$ cat src/rtl/shift_pkg.sv
// Shared definitions for the iterative shift unit.
//   op_e    : operation codes (110/111 are illegal, handled as PASS + err)
//   state_e : control FSM states
//   clog2   : constant-width helper for derived parameters
package shift_pkg;

    typedef enum logic [2:0] {
        OP_PASS = 3'b000,
        OP_SLL  = 3'b001,
        OP_SRL  = 3'b010,
        OP_SRA  = 3'b011,
        OP_ROL  = 3'b100,
        OP_ROR  = 3'b101
    } op_e;

    typedef enum logic [1:0] {
        ST_IDLE  = 2'd0,
        ST_SHIFT = 2'd1,
        ST_DONE  = 2'd2
    } state_e;

    function automatic int clog2(input int v);
        int r;
        r = 0;
        while ((1 << r) < v) r++;
        return r;
    endfunction

    function automatic logic op_legal(input logic [2:0] op);
        return (op <= 3'(OP_ROR));
    endfunction

endpackage

$ cat src/rtl/shift_amt_mux.sv
// Shift-amount channel select, purely combinational.
//   amt_ch  : NSRC packed amounts, channel i at [i*AMT_W +: AMT_W]
//   amt_sel : channel select; any value >= NSRC saturates to channel NSRC-1
//   amt     : selected amount
module shift_amt_mux #(
    parameter int NSRC  = 3,
    parameter int AMT_W = 5,
    parameter int SEL_W = 2
) (
    input  logic [NSRC*AMT_W-1:0] amt_ch,
    input  logic [SEL_W-1:0]      amt_sel,
    output logic [AMT_W-1:0]      amt
);
    import shift_pkg::*;

    // Start from the top channel so out-of-range selects fall through to it.
    always_comb begin
        amt = amt_ch[(NSRC-1)*AMT_W +: AMT_W];
        for (int i = 0; i < NSRC - 1; i++) begin
            if (amt_sel == SEL_W'(i)) amt = amt_ch[i*AMT_W +: AMT_W];
        end
    end

endmodule

$ cat src/rtl/iter_shift_unit.sv
// Multi-cycle shift unit: selects an amount from one of NSRC channels and
// shifts a WIDTH-bit operand BPC bits per cycle (logical/arith/rotate).
//   clk, reset_n : clock (rising edge), async active-low reset
//   start        : request, accepted only while busy=0
//   op           : operation code, sampled with start
//   data_in      : operand, sampled with start
//   amt_ch       : packed amount channels
//   amt_sel      : amount channel select, sampled with start
//   busy         : high in SHIFT and DONE
//   done         : one-cycle pulse, result valid
//   result       : registered result, held until the next done
//   err          : pulses with done when the op was illegal
module iter_shift_unit
    import shift_pkg::*;
#(
    parameter  int WIDTH = 32,
    parameter  int NSRC  = 3,
    parameter  int BPC   = 1,
    localparam int AMT_W = clog2(WIDTH),
    localparam int SEL_W = clog2(NSRC)
) (
    input  logic                  clk,
    input  logic                  reset_n,
    input  logic                  start,
    input  logic [2:0]            op,
    input  logic [WIDTH-1:0]      data_in,
    input  logic [NSRC*AMT_W-1:0] amt_ch,
    input  logic [SEL_W-1:0]      amt_sel,
    output logic                  busy,
    output logic                  done,
    output logic [WIDTH-1:0]      result,
    output logic                  err
);

    localparam logic [AMT_W:0]   WIDTH_L = (AMT_W+1)'(WIDTH);
    localparam logic [AMT_W-1:0] BPC_L   = AMT_W'(BPC);

    state_e           state;
    op_e              cop;
    logic [WIDTH-1:0] working;
    logic [AMT_W-1:0] rem;

    logic [AMT_W-1:0] sel_amt;
    logic [AMT_W-1:0] eff_amt;
    logic             legal;
    logic [AMT_W-1:0] step;
    logic [AMT_W:0]   rot_back;
    logic [WIDTH-1:0] stepped;

    shift_amt_mux #(
        .NSRC  (NSRC),
        .AMT_W (AMT_W),
        .SEL_W (SEL_W)
    ) u_amt_mux (
        .amt_ch  (amt_ch),
        .amt_sel (amt_sel),
        .amt     (sel_amt)
    );

    // PASS and illegal ops never shift, so they go straight to DONE.
    assign legal   = op_legal(op);
    assign eff_amt = (!legal || op == 3'(OP_PASS)) ? '0 : sel_amt;

    // Last step may be shorter than BPC.
    assign step     = (rem > BPC_L) ? BPC_L : rem;
    assign rot_back = WIDTH_L - {1'b0, step};

    always_comb begin
        stepped = working;
        case (cop)
            OP_SLL:  stepped = working << step;
            OP_SRL:  stepped = working >> step;
            OP_SRA:  stepped = $signed(working) >>> step;
            OP_ROL:  stepped = (working << step) | (working >> rot_back);
            OP_ROR:  stepped = (working >> step) | (working << rot_back);
            default: stepped = working;
        endcase
    end

    always_ff @(posedge clk or negedge reset_n) begin
        if (!reset_n) begin
            state   <= ST_IDLE;
            cop     <= OP_PASS;
            working <= '0;
            rem     <= '0;
            busy    <= 1'b0;
            done    <= 1'b0;
            err     <= 1'b0;
            result  <= '0;
        end else begin
            done <= 1'b0;
            err  <= 1'b0;
            case (state)
                ST_IDLE: begin
                    if (start) begin
                        working <= data_in;
                        rem     <= eff_amt;
                        cop     <= legal ? op_e'(op) : OP_PASS;
                        busy    <= 1'b1;
                        if (eff_amt == '0) begin
                            state  <= ST_DONE;
                            result <= data_in;
                            done   <= 1'b1;
                            err    <= !legal;
                        end else begin
                            state <= ST_SHIFT;
                        end
                    end
                end
                ST_SHIFT: begin
                    working <= stepped;
                    rem     <= rem - step;
                    if (rem == step) begin
                        state  <= ST_DONE;
                        result <= stepped;
                        done   <= 1'b1;
                    end
                end
                ST_DONE: begin
                    state <= ST_IDLE;
                    busy  <= 1'b0;
                end
                default: begin
                    state <= ST_IDLE;
                    busy  <= 1'b0;
                end
            endcase
        end
    end

endmodule

$ cat config.mk
export PLATFORM = sky130hd
export DESIGN_NAME = iter_shift_unit
export DESIGN_NICKNAME = d
export VERILOG_FILES = /design/src/rtl/shift_pkg.sv /design/src/rtl/shift_amt_mux.sv /design/src/rtl/iter_shift_unit.sv
export SDC_FILE = /design/constraint.sdc
export NUM_CORES = 1
export LEC_CHECK = 0
export BUFFER_PORTS_ARGS = -buffer_cell sky130_fd_sc_hd__buf_2
export CAP_MARGIN = 20
export CORE_ASPECT_RATIO = 0.9
export CORE_MARGIN = 2
export CORE_UTILIZATION = 42
export CTS_CLUSTER_SIZE = 14
export DETAILED_ROUTE_END_ITERATION = 10
export GPL_TIMING_DRIVEN = 0
export PLACE_DENSITY_LB_ADDON = 0.25
export SYNTH_ARGS = -nofsm -noshare
export SYNTH_HDL_FRONTEND = slang
export SYNTH_SLANG_ARGS = --single-unit
$ cat constraint.sdc
create_clock -name clk -period 7.4 [get_ports clk]
set_input_delay 0.37 -clock clk [delete_from_list [all_inputs] [get_ports clk]]
set_output_delay 0.37 -clock clk [all_outputs]
set_load 0.02 [all_outputs]
==> out/results.ini <==
[worst_setup_path]
cpMaxStageDelayCell = clkbuf_1
slowest_delay_ns = 0.60
path_class = register to register
cp.required_ns = 7.62
end_kind = register
critPathMaxFanout = 10
cp-start-kind = register
critPathMostFrequentCell = clkbuf_1
path_cells = nor3_2 -> nand2_2 -> inv_2 -> buf_4 -> buf_2 -> ha_1 -> clkbuf_1 -> clkbuf_1 -> a2111oi_0 -> o21a_1 -> a211oi_1 -> mux2i_1
critPathArrivalTime_ns = 4.77

[synth]
synth_seq_cells = 77
synth_edf_count = 0
synth_seq_area_share_pct = 31.8
synthArstFlopShare_pct = 100
synthCells = 694
synth_area_leader_cell = dfrtp_1
synth_cell_types = 74
ys.flop_type = dfrtp_1
yosys-top-cells-area = dfrtp_1 32%, mux2_2 9.5%, mux2i_1 7.9%
yosysTopAreaCellShare_pct = 31.8
synthesis.area_mm2 = 0.00605
syn-num-nets = 751
syn_avg_cell_area_um2 = 8.72
synth_warnings = 0

[routing]
vias_per_cell = 6.55
drc = 0
wl_met3_um = 2600
firstDrtPassIters = 5
met1_length_um = 11900
top_layer = met4
drt_wl_total_um = 27100
vias = 6496
wl_per_cell_um = 27.3
drt_iter0_markers = 870
met2WireLength_um = 11500
ant_nets = 0

[status]
status = complete, no violations

[cells_and_area]
layout_commonest_cell = buf_2
layout.cells.non_filler = 992
layout.nets = 851
syn_to_final_growth_pct = 17.2
layout-drive-gt1-share_pct = 25.2
fin_util_pct = 50.5
diodes = 0
nFillCells = 1390
final_cell_mix = 110 x buf_2, 77 x dfrtp_1, 67 x nand2_1

[clock_network]
insertion_delay_ns = 0.36
htreeDepth = 3
clk_pin_slew_ns = 0.06
clock_sink_count = 77
clockBufferDepth = 2
root_buffer = clkbuf_16
post_cts_buffers = 0
cts_tree = yes
cts_buffers = 9

[pwr]
p_total_w = 0.00414
clkPwrFrac_pct = 12.0
combPwrFrac_pct = 67.5
power_density_mw_per_mm2 = 584
p_leak_nw = 2.98
p_sw_w = 0.00221
seqPwrFrac_pct = 20.5
p_int_w = 0.00193
switching_share_pct = 53.5
ir_worst_vdd_v = 0.000310

[timing]
hold_violations = 0
drv_slew = 0
post-route-period-util_pct = 61.5
fin_skew_ns = 0.00753
slew-limit-headroom_pct = 23.6
tightestPinTransition_ns = 1.15
finalCriticalPeriod_ns = 4.55
setup_viol = 0
fmax_mhz = 220
setup_tns_ns = 0
fin_ws_ns = 2.85
grt_setup_unrepaired = no

[min_path]
holdCritPathClass = input port to register

[floorplanning]
start_util_pct = 43.1
die_h_um = 118
die-width_um = 131
core_mm2 = 0.0141
dieArea_mm2 = 0.0154
io-pin-count = 90
rows = 41

[job]
cap_violations = 0

[grt]
first_global_vias = 6182
grt_pass1_wl_um = 39900
grtUsageTotal_pct = 35.7
antenna_found_initial = 0
grt_max_degree = 46
grt_overflow_total = 0

[placed_design]
pre_cts_slack_ns = 2.99
dpl.hpwl_um = 19700
port_buffers = 87
place_inst = 975
gp_congestion = 1.01

flip-flops by register name, indices dropped and copies added, names as in the netlist:
signal   cells
err          1
cop          3
result      32
state        2
rem          5
working     32
busy         1
done         1
power groups by stage:
stage	logic [W]	clock network [W]	registers, W
floorplan	0.00169	0	0.000890
global placement	0.00268	0	0.000836
detailed placement	0.00269	0	0.000845
CTS	0.00270	0.000505	0.000838
global route	0.00295	0.000523	0.000869
finish	0.00279	0.000499	0.000849
stage by stage:
step,hold WS (ns),instance area [um^2]
CTS,0.264,7100
global route,0.286,7100
global placement,0.466,6730
detailed placement,0.346,6760
floorplan,0.0744,6050
finish,0.264,7100
worst paths after layout:
kind                                           end  slack [ns]              startpoint  cells after the start
min                             cop[0]$_DFFE_PN0P_        0.26                   op[0]                      3
max                         result[31]$_DFFE_PN0P_        2.85      rem[1]$_DFFE_PN0P_                     12
max reg2reg                 result[31]$_DFFE_PN0P_        2.85      rem[1]$_DFFE_PN0P_                     12
min reg2reg                 result[14]$_DFFE_PN0P_        0.49  result[14]$_DFFE_PN0P_                      1
max in group asynchronous  working[21]$_DFFE_PN0P_        6.30                 reset_n                      3
min in group asynchronous   result[16]$_DFFE_PN0P_        0.51                 reset_n                      2
layout make-up:
type | instances | area (um^2) | area share [%]
multi-input cells | 525 | 3710 | 52.3
clock inverters | 5 | 83.8 | 1.18
repair buffers | 89 | 475 | 6.70
clock buffers | 11 | 243 | 3.42
well taps | 193 | 241 | 3.40
flip-flops and latches | 77 | 1930 | 27.2
plain buffers | 74 | 345 | 4.87
inverters | 18 | 67.6 | 0.952
repair_timing:
action / in CTS / in global routing
resized for setup: 0 / 0
setup endpoints to repair: 0 / 0
hold buffers: 1 / 0
hold endpoints to repair: 32 / 0
synthesized netlist by cell type (all sizes together) (5+ instances only):
library cell  number
o21ai             73
clkbuf            41
buf               33
a221oi             6
a31oi             15
o2bb2ai            5
inv               18
a21oi             43
or3                5
nor2              34
mux2i             48
dfrtp             77
o2111ai            6
nand2b            11
mux2              67
a211oi            11
o22ai             13
a2bb2oi            8
o211ai             5
nand3             13
nand2             68
o22a               5
nor2b              8
a22oi              8
nor3              10
o31ai              5
worst max-delay path: cells and delay by family, from the launching register on:
kind | cells | cell delay, ns
buf+inv | 5 | 1.83
compound gates | 3 | 0.96
simple gates | 2 | 0.56
flops | 1 | 0.45
fa+ha+maj | 1 | 0.44
mux | 1 | 0.14
cells by family (layout without fill, tap and decap cells):
family                     Yosys count  after routing  synth area share [%]
AOI/OAI and AO/OA                  234            234                  25.8
and+or+nand+nor                    170            170                  13.6
muxes                              118            118                  21.5
buffers and inverters               92            197                  6.82
DFF                                 77             77                  31.8
adders and majority gates            2              2                 0.413
other                                1              1                0.0620
metal layers:
metal	vias to the layer above	GRT usage (%)
li1	2789	-
met1	3217	50.8
met2	414	51.3
met3	76	9.45
met4	0	13.8
met5	-	0
No activity file was read; power rests on OpenSTA's default activity.
